--- config.mk ---
export PLATFORM = sky130hd
export DESIGN_NAME = unified_mem_arbiter_flat
export DESIGN_NICKNAME = d
export VERILOG_FILES = /design/src/rtl/unified_mem_arbiter_pkg.sv /design/src/rtl/unified_mem_arbiter_if.sv /design/src/rtl/unified_mem_arbiter_lsu_align.sv /design/src/rtl/unified_mem_arbiter.sv /design/src/flat_wrapper.sv
export SDC_FILE = /design/constraint.sdc
export NUM_CORES = 1
export LEC_CHECK = 0
export ABC_AREA = 0
export ABC_CLOCK_PERIOD_IN_PS = 1900
export CELL_PAD_IN_SITES_DETAIL_PLACEMENT = 1
export CELL_PAD_IN_SITES_GLOBAL_PLACEMENT = 2
export CORE_MARGIN = 2
export CORE_UTILIZATION = 10
export DETAILED_ROUTE_END_ITERATION = 6
export PLACE_DENSITY_LB_ADDON = 0.1
export SLEW_MARGIN = 10
export SYNTH_ARGS = -nofsm -noshare
export SYNTH_HDL_FRONTEND = slang
export SYNTH_SLANG_ARGS = --single-unit
--- constraint.sdc ---
create_clock -name clk -period 1.9 [get_ports clk]
set_input_delay 0.285 -clock clk [delete_from_list [all_inputs] [get_ports clk]]
set_output_delay 0.285 -clock clk [all_outputs]
set_load 0.01 [all_outputs]
--- src/rtl/unified_mem_arbiter_pkg.sv ---
// rtl/unified_mem_arbiter_pkg.sv - shared encodings for the unified memory arbiter
package unified_mem_pkg;

    localparam int AW_DEFAULT = 6;

    typedef enum logic [1:0] {
        SZ_BYTE = 2'b00,
        SZ_HALF = 2'b01,
        SZ_WORD = 2'b10,
        SZ_RSVD = 2'b11
    } size_e;

    typedef enum logic [1:0] {
        ST_IDLE    = 2'd0,
        ST_IF_RESP = 2'd1,
        ST_D_RESP  = 2'd2
    } state_e;

endpackage

--- src/rtl/unified_mem_arbiter_if.sv ---
// rtl/unified_mem_arbiter_if.sv - core-side and RAM-side signals of the unified memory arbiter
interface unified_mem_arbiter_if
    import unified_mem_pkg::*;
#(
    parameter int AW = AW_DEFAULT
) ();
    logic          if_req;
    logic [31:0]   if_addr;
    logic [31:0]   if_rdata;
    logic          if_valid;
    logic          d_rd;
    logic          d_wr;
    logic [31:0]   d_addr;
    logic [1:0]    d_size;
    logic          d_signed;
    logic [31:0]   d_wdata;
    logic [31:0]   d_rdata;
    logic          d_valid;
    logic          d_err;
    logic          stall;
    logic          mem_en;
    logic          mem_we;
    logic [AW-1:0] mem_addr;
    logic [3:0]    mem_be;
    logic [31:0]   mem_wdata;
    logic [31:0]   mem_rdata;

    modport slave (
        input  if_req, if_addr, d_rd, d_wr, d_addr, d_size, d_signed, d_wdata, mem_rdata,
        output if_rdata, if_valid, d_rdata, d_valid, d_err, stall,
               mem_en, mem_we, mem_addr, mem_be, mem_wdata
    );

    modport master (
        output if_req, if_addr, d_rd, d_wr, d_addr, d_size, d_signed, d_wdata, mem_rdata,
        input  if_rdata, if_valid, d_rdata, d_valid, d_err, stall,
               mem_en, mem_we, mem_addr, mem_be, mem_wdata
    );
endinterface

--- src/rtl/unified_mem_arbiter_lsu_align.sv ---
// rtl/unified_mem_arbiter_lsu_align.sv - sub-word alignment: legality, byte enables, store replication, load extend
module lsu_align
    import unified_mem_pkg::*;
(
    input  logic [1:0]  i_addr_lo,
    input  logic [1:0]  i_size,
    input  logic        i_signed,
    input  logic [31:0] i_wdata,
    input  logic [31:0] i_rdata,
    output logic        o_misaligned,
    output logic [3:0]  o_be,
    output logic [31:0] o_wdata,
    output logic [31:0] o_rdata
);
    logic [31:0] w_shifted;

    always_comb begin
        o_misaligned = 1'b0;
        o_be         = 4'b0000;
        o_wdata      = 32'h0;
        o_rdata      = 32'h0;
        w_shifted    = i_rdata >> {i_addr_lo, 3'b000};
        case (i_size)
            SZ_BYTE: begin
                o_be    = 4'b0001 << i_addr_lo;
                o_wdata = {4{i_wdata[7:0]}};
                o_rdata = {{24{i_signed & w_shifted[7]}}, w_shifted[7:0]};
            end
            SZ_HALF: begin
                o_misaligned = i_addr_lo[0];
                o_be         = 4'b0011 << i_addr_lo;
                o_wdata      = {2{i_wdata[15:0]}};
                o_rdata      = {{16{i_signed & w_shifted[15]}}, w_shifted[15:0]};
            end
            SZ_WORD: begin
                o_misaligned = |i_addr_lo;
                o_be         = 4'b1111;
                o_wdata      = i_wdata;
                o_rdata      = w_shifted;
            end
            default: o_misaligned = 1'b1;
        endcase
    end
endmodule

--- src/rtl/unified_mem_arbiter.sv ---
// rtl/unified_mem_arbiter.sv - shares one single-port RAM between instruction fetch and load/store
module unified_mem_arbiter
    import unified_mem_pkg::*;
#(
    parameter int AW = AW_DEFAULT
) (
    input  logic                  clk,
    input  logic                  rst,
    unified_mem_arbiter_if.slave  bus
);
    state_e        r_state;
    state_e        w_next;
    logic [1:0]    r_addr_lo;
    logic [1:0]    r_size;
    logic          r_signed;
    logic          r_err;
    logic          r_is_load;

    logic          w_d_req;
    logic          w_iss_mis;
    logic [3:0]    w_iss_be;
    logic [31:0]   w_iss_wdata;
    logic [31:0]   w_rsp_rdata;
    logic [31:0]   w_unused_iss_rdata;
    logic          w_unused_rsp_mis;
    logic [3:0]    w_unused_rsp_be;
    logic [31:0]   w_unused_rsp_wdata;
    logic          w_unused_addr;

    logic          w_mem_en;
    logic          w_mem_we;
    logic [AW-1:0] w_mem_addr;
    logic [3:0]    w_mem_be;
    logic [31:0]   w_mem_wdata;
    logic          w_if_valid;
    logic [31:0]   w_if_rdata;
    logic          w_d_valid;
    logic          w_d_err;
    logic [31:0]   w_d_rdata;

    assign w_d_req       = bus.d_rd | bus.d_wr;
    // Address bits above the RAM size are dropped so accesses wrap.
    assign w_unused_addr = ^{bus.d_addr[31:AW+2], bus.if_addr[31:AW+2], bus.if_addr[1:0]};

    lsu_align u_issue (
        .i_addr_lo    (bus.d_addr[1:0]),
        .i_size       (bus.d_size),
        .i_signed     (bus.d_signed),
        .i_wdata      (bus.d_wdata),
        .i_rdata      (bus.mem_rdata),
        .o_misaligned (w_iss_mis),
        .o_be         (w_iss_be),
        .o_wdata      (w_iss_wdata),
        .o_rdata      (w_unused_iss_rdata)
    );

    lsu_align u_resp (
        .i_addr_lo    (r_addr_lo),
        .i_size       (r_size),
        .i_signed     (r_signed),
        .i_wdata      (32'h0),
        .i_rdata      (bus.mem_rdata),
        .o_misaligned (w_unused_rsp_mis),
        .o_be         (w_unused_rsp_be),
        .o_wdata      (w_unused_rsp_wdata),
        .o_rdata      (w_rsp_rdata)
    );

    always_ff @(posedge clk or posedge rst) begin
        if (rst) begin
            r_state   <= ST_IDLE;
            r_addr_lo <= 2'b00;
            r_size    <= 2'b00;
            r_signed  <= 1'b0;
            r_err     <= 1'b0;
            r_is_load <= 1'b0;
        end else begin
            r_state <= w_next;
            if (r_state == ST_IDLE && w_d_req) begin
                r_addr_lo <= bus.d_addr[1:0];
                r_size    <= bus.d_size;
                r_signed  <= bus.d_signed;
                r_err     <= w_iss_mis;
                r_is_load <= bus.d_rd;
            end
        end
    end

    // Everything is held at zero while reset is high so an issue cycle cut by reset writes nothing.
    always_comb begin
        w_next      = r_state;
        w_mem_en    = 1'b0;
        w_mem_we    = 1'b0;
        w_mem_addr  = '0;
        w_mem_be    = 4'b0000;
        w_mem_wdata = 32'h0;
        w_if_valid  = 1'b0;
        w_if_rdata  = 32'h0;
        w_d_valid   = 1'b0;
        w_d_err     = 1'b0;
        w_d_rdata   = 32'h0;
        if (!rst) begin
            case (r_state)
                ST_IDLE: begin
                    if (w_d_req) begin
                        w_next = ST_D_RESP;
                        if (!w_iss_mis) begin
                            w_mem_en    = 1'b1;
                            w_mem_we    = bus.d_wr;
                            w_mem_addr  = bus.d_addr[AW+1:2];
                            w_mem_be    = w_iss_be;
                            w_mem_wdata = w_iss_wdata;
                        end
                    end else if (bus.if_req) begin
                        w_next     = ST_IF_RESP;
                        w_mem_en   = 1'b1;
                        w_mem_addr = bus.if_addr[AW+1:2];
                    end
                end
                ST_IF_RESP: begin
                    w_next     = ST_IDLE;
                    w_if_valid = 1'b1;
                    w_if_rdata = bus.mem_rdata;
                end
                ST_D_RESP: begin
                    w_next    = ST_IDLE;
                    w_d_valid = 1'b1;
                    w_d_err   = r_err;
                    if (r_is_load && !r_err) begin
                        w_d_rdata = w_rsp_rdata;
                    end
                end
                default: w_next = ST_IDLE;
            endcase
        end
    end

    assign bus.mem_en    = w_mem_en;
    assign bus.mem_we    = w_mem_we;
    assign bus.mem_addr  = w_mem_addr;
    assign bus.mem_be    = w_mem_be;
    assign bus.mem_wdata = w_mem_wdata;
    assign bus.if_valid  = w_if_valid;
    assign bus.if_rdata  = w_if_rdata;
    assign bus.d_valid   = w_d_valid;
    assign bus.d_err     = w_d_err;
    assign bus.d_rdata   = w_d_rdata;
    assign bus.stall     = ~rst & ((w_d_req & ~w_d_valid) | (bus.if_req & ~w_if_valid));
endmodule

--- src/flat_wrapper.sv ---
// flat-port wrapper written by rule: the top's interface ports become plain ports
module unified_mem_arbiter_flat import unified_mem_pkg::*;
#(
    parameter int AW = AW_DEFAULT
)
  (clk, rst, bus_if_req, bus_if_addr, bus_d_rd, bus_d_wr, bus_d_addr, bus_d_size, bus_d_signed, bus_d_wdata, bus_mem_rdata, bus_if_rdata, bus_if_valid, bus_d_rdata, bus_d_valid, bus_d_err, bus_stall, bus_mem_en, bus_mem_we, bus_mem_addr, bus_mem_be, bus_mem_wdata);
  unified_mem_arbiter_if #(.AW(AW)) bus_i ();
  input  logic clk;
  input  logic rst;
  input wire logic [$bits(bus_i.if_req)-1:0] bus_if_req;
  input wire logic [$bits(bus_i.if_addr)-1:0] bus_if_addr;
  input wire logic [$bits(bus_i.d_rd)-1:0] bus_d_rd;
  input wire logic [$bits(bus_i.d_wr)-1:0] bus_d_wr;
  input wire logic [$bits(bus_i.d_addr)-1:0] bus_d_addr;
  input wire logic [$bits(bus_i.d_size)-1:0] bus_d_size;
  input wire logic [$bits(bus_i.d_signed)-1:0] bus_d_signed;
  input wire logic [$bits(bus_i.d_wdata)-1:0] bus_d_wdata;
  input wire logic [$bits(bus_i.mem_rdata)-1:0] bus_mem_rdata;
  output wire logic [$bits(bus_i.if_rdata)-1:0] bus_if_rdata;
  output wire logic [$bits(bus_i.if_valid)-1:0] bus_if_valid;
  output wire logic [$bits(bus_i.d_rdata)-1:0] bus_d_rdata;
  output wire logic [$bits(bus_i.d_valid)-1:0] bus_d_valid;
  output wire logic [$bits(bus_i.d_err)-1:0] bus_d_err;
  output wire logic [$bits(bus_i.stall)-1:0] bus_stall;
  output wire logic [$bits(bus_i.mem_en)-1:0] bus_mem_en;
  output wire logic [$bits(bus_i.mem_we)-1:0] bus_mem_we;
  output wire logic [$bits(bus_i.mem_addr)-1:0] bus_mem_addr;
  output wire logic [$bits(bus_i.mem_be)-1:0] bus_mem_be;
  output wire logic [$bits(bus_i.mem_wdata)-1:0] bus_mem_wdata;
  assign bus_i.if_req = bus_if_req;
  assign bus_i.if_addr = bus_if_addr;
  assign bus_i.d_rd = bus_d_rd;
  assign bus_i.d_wr = bus_d_wr;
  assign bus_i.d_addr = bus_d_addr;
  assign bus_i.d_size = bus_d_size;
  assign bus_i.d_signed = bus_d_signed;
  assign bus_i.d_wdata = bus_d_wdata;
  assign bus_i.mem_rdata = bus_mem_rdata;
  assign bus_if_rdata = bus_i.if_rdata;
  assign bus_if_valid = bus_i.if_valid;
  assign bus_d_rdata = bus_i.d_rdata;
  assign bus_d_valid = bus_i.d_valid;
  assign bus_d_err = bus_i.d_err;
  assign bus_stall = bus_i.stall;
  assign bus_mem_en = bus_i.mem_en;
  assign bus_mem_we = bus_i.mem_we;
  assign bus_mem_addr = bus_i.mem_addr;
  assign bus_mem_be = bus_i.mem_be;
  assign bus_mem_wdata = bus_i.mem_wdata;
  unified_mem_arbiter #(.AW(AW)) u_core (.clk(clk), .rst(rst), .bus(bus_i));
endmodule
==> insert_results.sql <==
INSERT INTO impl_metrics (metric_group, metric, value, unit) VALUES
('outcome', 'failing_checks', 'negative setup slack', ''),
('setup_path', 'worst_setup_path_startpoint', 'u_core.r_state[1]', ''),
('drt', 'remaining_drc_errors', '0', ''),
('setup_path', 'timing.critical_path.arrival', '1910', 'ps'),
('setup_path', 'sort_of_element_at_the_start_of_the_critical_path', 'flop', ''),
('power', 'power_density', '441', 'nW/um^2'),
('outcome', 'run_status', 'finished with violations', ''),
('synth', 'synth-main-ff-cell', 'dfrtp_1', ''),
('finish', 'most-common-layout-cells', '87 x buf_4, 74 x clkdlybuf4s50_1, 74 x buf_6', ''),
('power', 'pint', '1.60', 'mW'),
('power', 'power.share.switching', '0.393', ''),
('setup_path', 'sort_of_element_at_the_end_of_the_critical_path', 'primary output', ''),
('global_routing', 'number_of_global_route_vias_before_repair', '3943', ''),
('synth', 'ys_seq_area_frac', '0.106', ''),
('timing', 'setup_violations', '105', ''),
('run', 'max_cap_viol_count', '0', ''),
('global_routing', 'wire_length_of_the_first_global_routing_pass', '22600', 'um'),
('finish', 'layout.filler_cells', '2482', ''),
('finish', 'num_antenna_cells', '0', ''),
('drt', 'detail-route-antenna-nets', '0', ''),
('power', 'total_power', '2.64', 'mW'),
('setup_path', 'critPathMostFrequentCell', 'buf_12', ''),
('drt', 'dr_total_vias', '3637', ''),
('timing', 'timing_max_transition_violations_final', '0', ''),
('timing', 'period_share', '1.15', ''),
('synth', 'synth_area', '2120', 'um^2'),
('finish', 'regArea', '228', 'um^2'),
('clock_network', 'cts_num_sinks', '9', ''),
('timing', 'max-slew-margin-rel', '0.704', ''),
('floorplanning', 'ioPinCount', '248', ''),
('setup_path', 'r2r_cells', '8', ''),
('clock_network', 'tritoncts', 'yes', ''),
('synth', 'yosysTopAreaCell', 'and2_1', ''),
('synth', 'netlist.area_leader.share', '0.141', ''),
('drt', 'routed_via_density', '3.98', ''),
('floorplanning', 'die_y_extent', '150', 'um'),
('finish', 'mostFrequentLayoutCell', 'buf_4', ''),
('finish', 'syn_to_final_growth', '182', '%'),
('setup_path', 'timing_worst_setup_path_type', 'flop to primary output', ''),
('clock_network', 'ctsLongestPathBuffers', '2', ''),
('timing', 'fin_ws', '-294', 'ps'),
('timing', 'minimum_clock_period_after_layout', '2190', 'ps'),
('timing', 'timing_hold_violations_final', '0', ''),
('clock_network', 'inserted_clock_buffers', '3', ''),
('setup_path', 'worst_r2r_startpoint', 'u_core.r_state[1]', ''),
('synth', 'synthDistinctLibCells', '40', ''),
('timing', 'worst_pin_slew', '432', 'ps'),
('synth', 'synthesis.instances', '322', ''),
('setup_path', 'timing.critical_path.slowest_stage_cell', 'dfrtp_1', ''),
('power', 'power_frac_seq', '0.105', ''),
('placed_design', 'io_buffer_count', '197', ''),
('synth', 'synth.avg_cell_area', '6.60', 'um^2'),
('global_routing', 'globalRoute.totalOverflow', '0', ''),
('setup_path', 'timing.critical_path.slowest_cell_delay', '410', 'ps'),
('setup_path', 'crit_cells', '8', ''),
('placed_design', 'dpl.hpwl', '11700', 'um'),
('setup_path', 'timing.critical_path.fanout_max', '4', ''),
('synth', 'synth-seq-cells', '9', ''),
('global_routing', 'grt_max_degree', '24', ''),
('floorplanning', 'coreArea', '21000', 'um^2'),
('setup_path', 'critPathRequiredTime', '1620', 'ps'),
('finish', 'multiInputGateArea', '2200', 'um^2'),
('setup_path', 'critPathTopFamily', 'simple AND/OR/NAND/NOR gates', ''),
('synth', 'yosys_warnings', '0', ''),
('power', 'power.ir.vdd_worst', '0.000233', 'V'),
('clock_network', 'cts_max_level', '1', ''),
('timing', 'fin_skew', '2.51', 'ps'),
('power', 'power.share.combinational', '0.756', ''),
('synth', 'edff_count_synth', '0', ''),
('timing', 'rsz0062_at_grt', 'true', ''),
('synth', 'syn-num-nets', '458', '');
## synth_stat cells, types with 7 or more instances
cell type	count
and2_1	48
nand2_1	42
a21oi_1	31
o21ai_0	30
mux2i_1	16
a211oi_1	15
clkbuf_1	15
nor2b_1	13
a21oi_2	12
nor2_1	12
nor2_2	10
a21o_1	9
dfrtp_1	9
nand2b_1	8
a22o_1	7
## cell type report
class                      instances  area share
timing repair buffer             338       0.522
tap                              275      0.0574
multi-input combinational        283       0.366
sequential                         9      0.0380
inverter                           5     0.00355
clock buffer                       4      0.0131
## stage by stage
step / area, um^2 / setup TNS, ps / hold slack, ps / std cells / worst slack (ps)
6_report: 6000 / -15790 / 413 / 914 / -294
5_1_grt: 6000 / -23700 / 441 / 914 / -363
4_1_cts: 5640 / -19420 / 399 / 897 / -374
3_5_place_dp: 5000 / -74290 / 568 / 853 / -864
3_3_place_gp: 5000 / -73530 / 550 / 853 / -848
2_1_floorplan: 2120 / 0 / 118 / 322 / 70.9
## worst register-to-register path: cells and delay by family, from the launching register on
kind	cells	cell delay, ps
and+or+nand+nor	2	230
AOI/OAI and AO/OA	2	160
buffers and inverters	4	510
DFF	1	410
## registers in the layout, indices dropped and copies added, names as in the netlist
| name | flops |
|---|---|
| u_core.r_addr_lo | 2 |
| u_core.r_err | 1 |
| u_core.r_is_load | 1 |
| u_core.r_signed | 1 |
| u_core.r_size | 2 |
| u_core.r_state | 2 |
## what timing repair did
item,in CTS,in global routing
pin swaps,36,39
gates resized for setup,533,161
setup endpoints to repair,112,111
setup buffers,38,17
cloned,6,3
## power by group through the flow
stage / logic (mW) / clock network [mW] / registers [mW]
floorplan: 0.630 / 0 / 0.269
finish: 2.00 / 0.367 / 0.277
detailed placement: 1.44 / 0 / 0.278
CTS: 1.86 / 0.378 / 0.275
global route: 2.16 / 0.387 / 0.287
global placement: 1.43 / 0 / 0.278
## cell families after synthesis
logic type / synth area share
buf+inv: 0.0695
compound gates: 0.345
flops: 0.106
simple gates: 0.397
mux: 0.0824
## path summary, 6_finish.rpt
check                                       to
hold / removal               u_core.r_state[1]
min in group clk           u_core.r_addr_lo[1]
max in group asynchronous  u_core.r_addr_lo[0]
setup / recovery             bus_mem_wdata[15]
hold reg to reg               u_core.r_size[1]
setup reg to reg              u_core.r_size[1]
## layer usage
layer | global-route usage | wire length (um)
met4 | 0.00613 | 78
met5 | 0 | 0
met3 | 0.0311 | 1290
met2 | 0.253 | 8050
met1 | 0.151 | 6230
No activity file was read; power rests on OpenSTA's default activity.
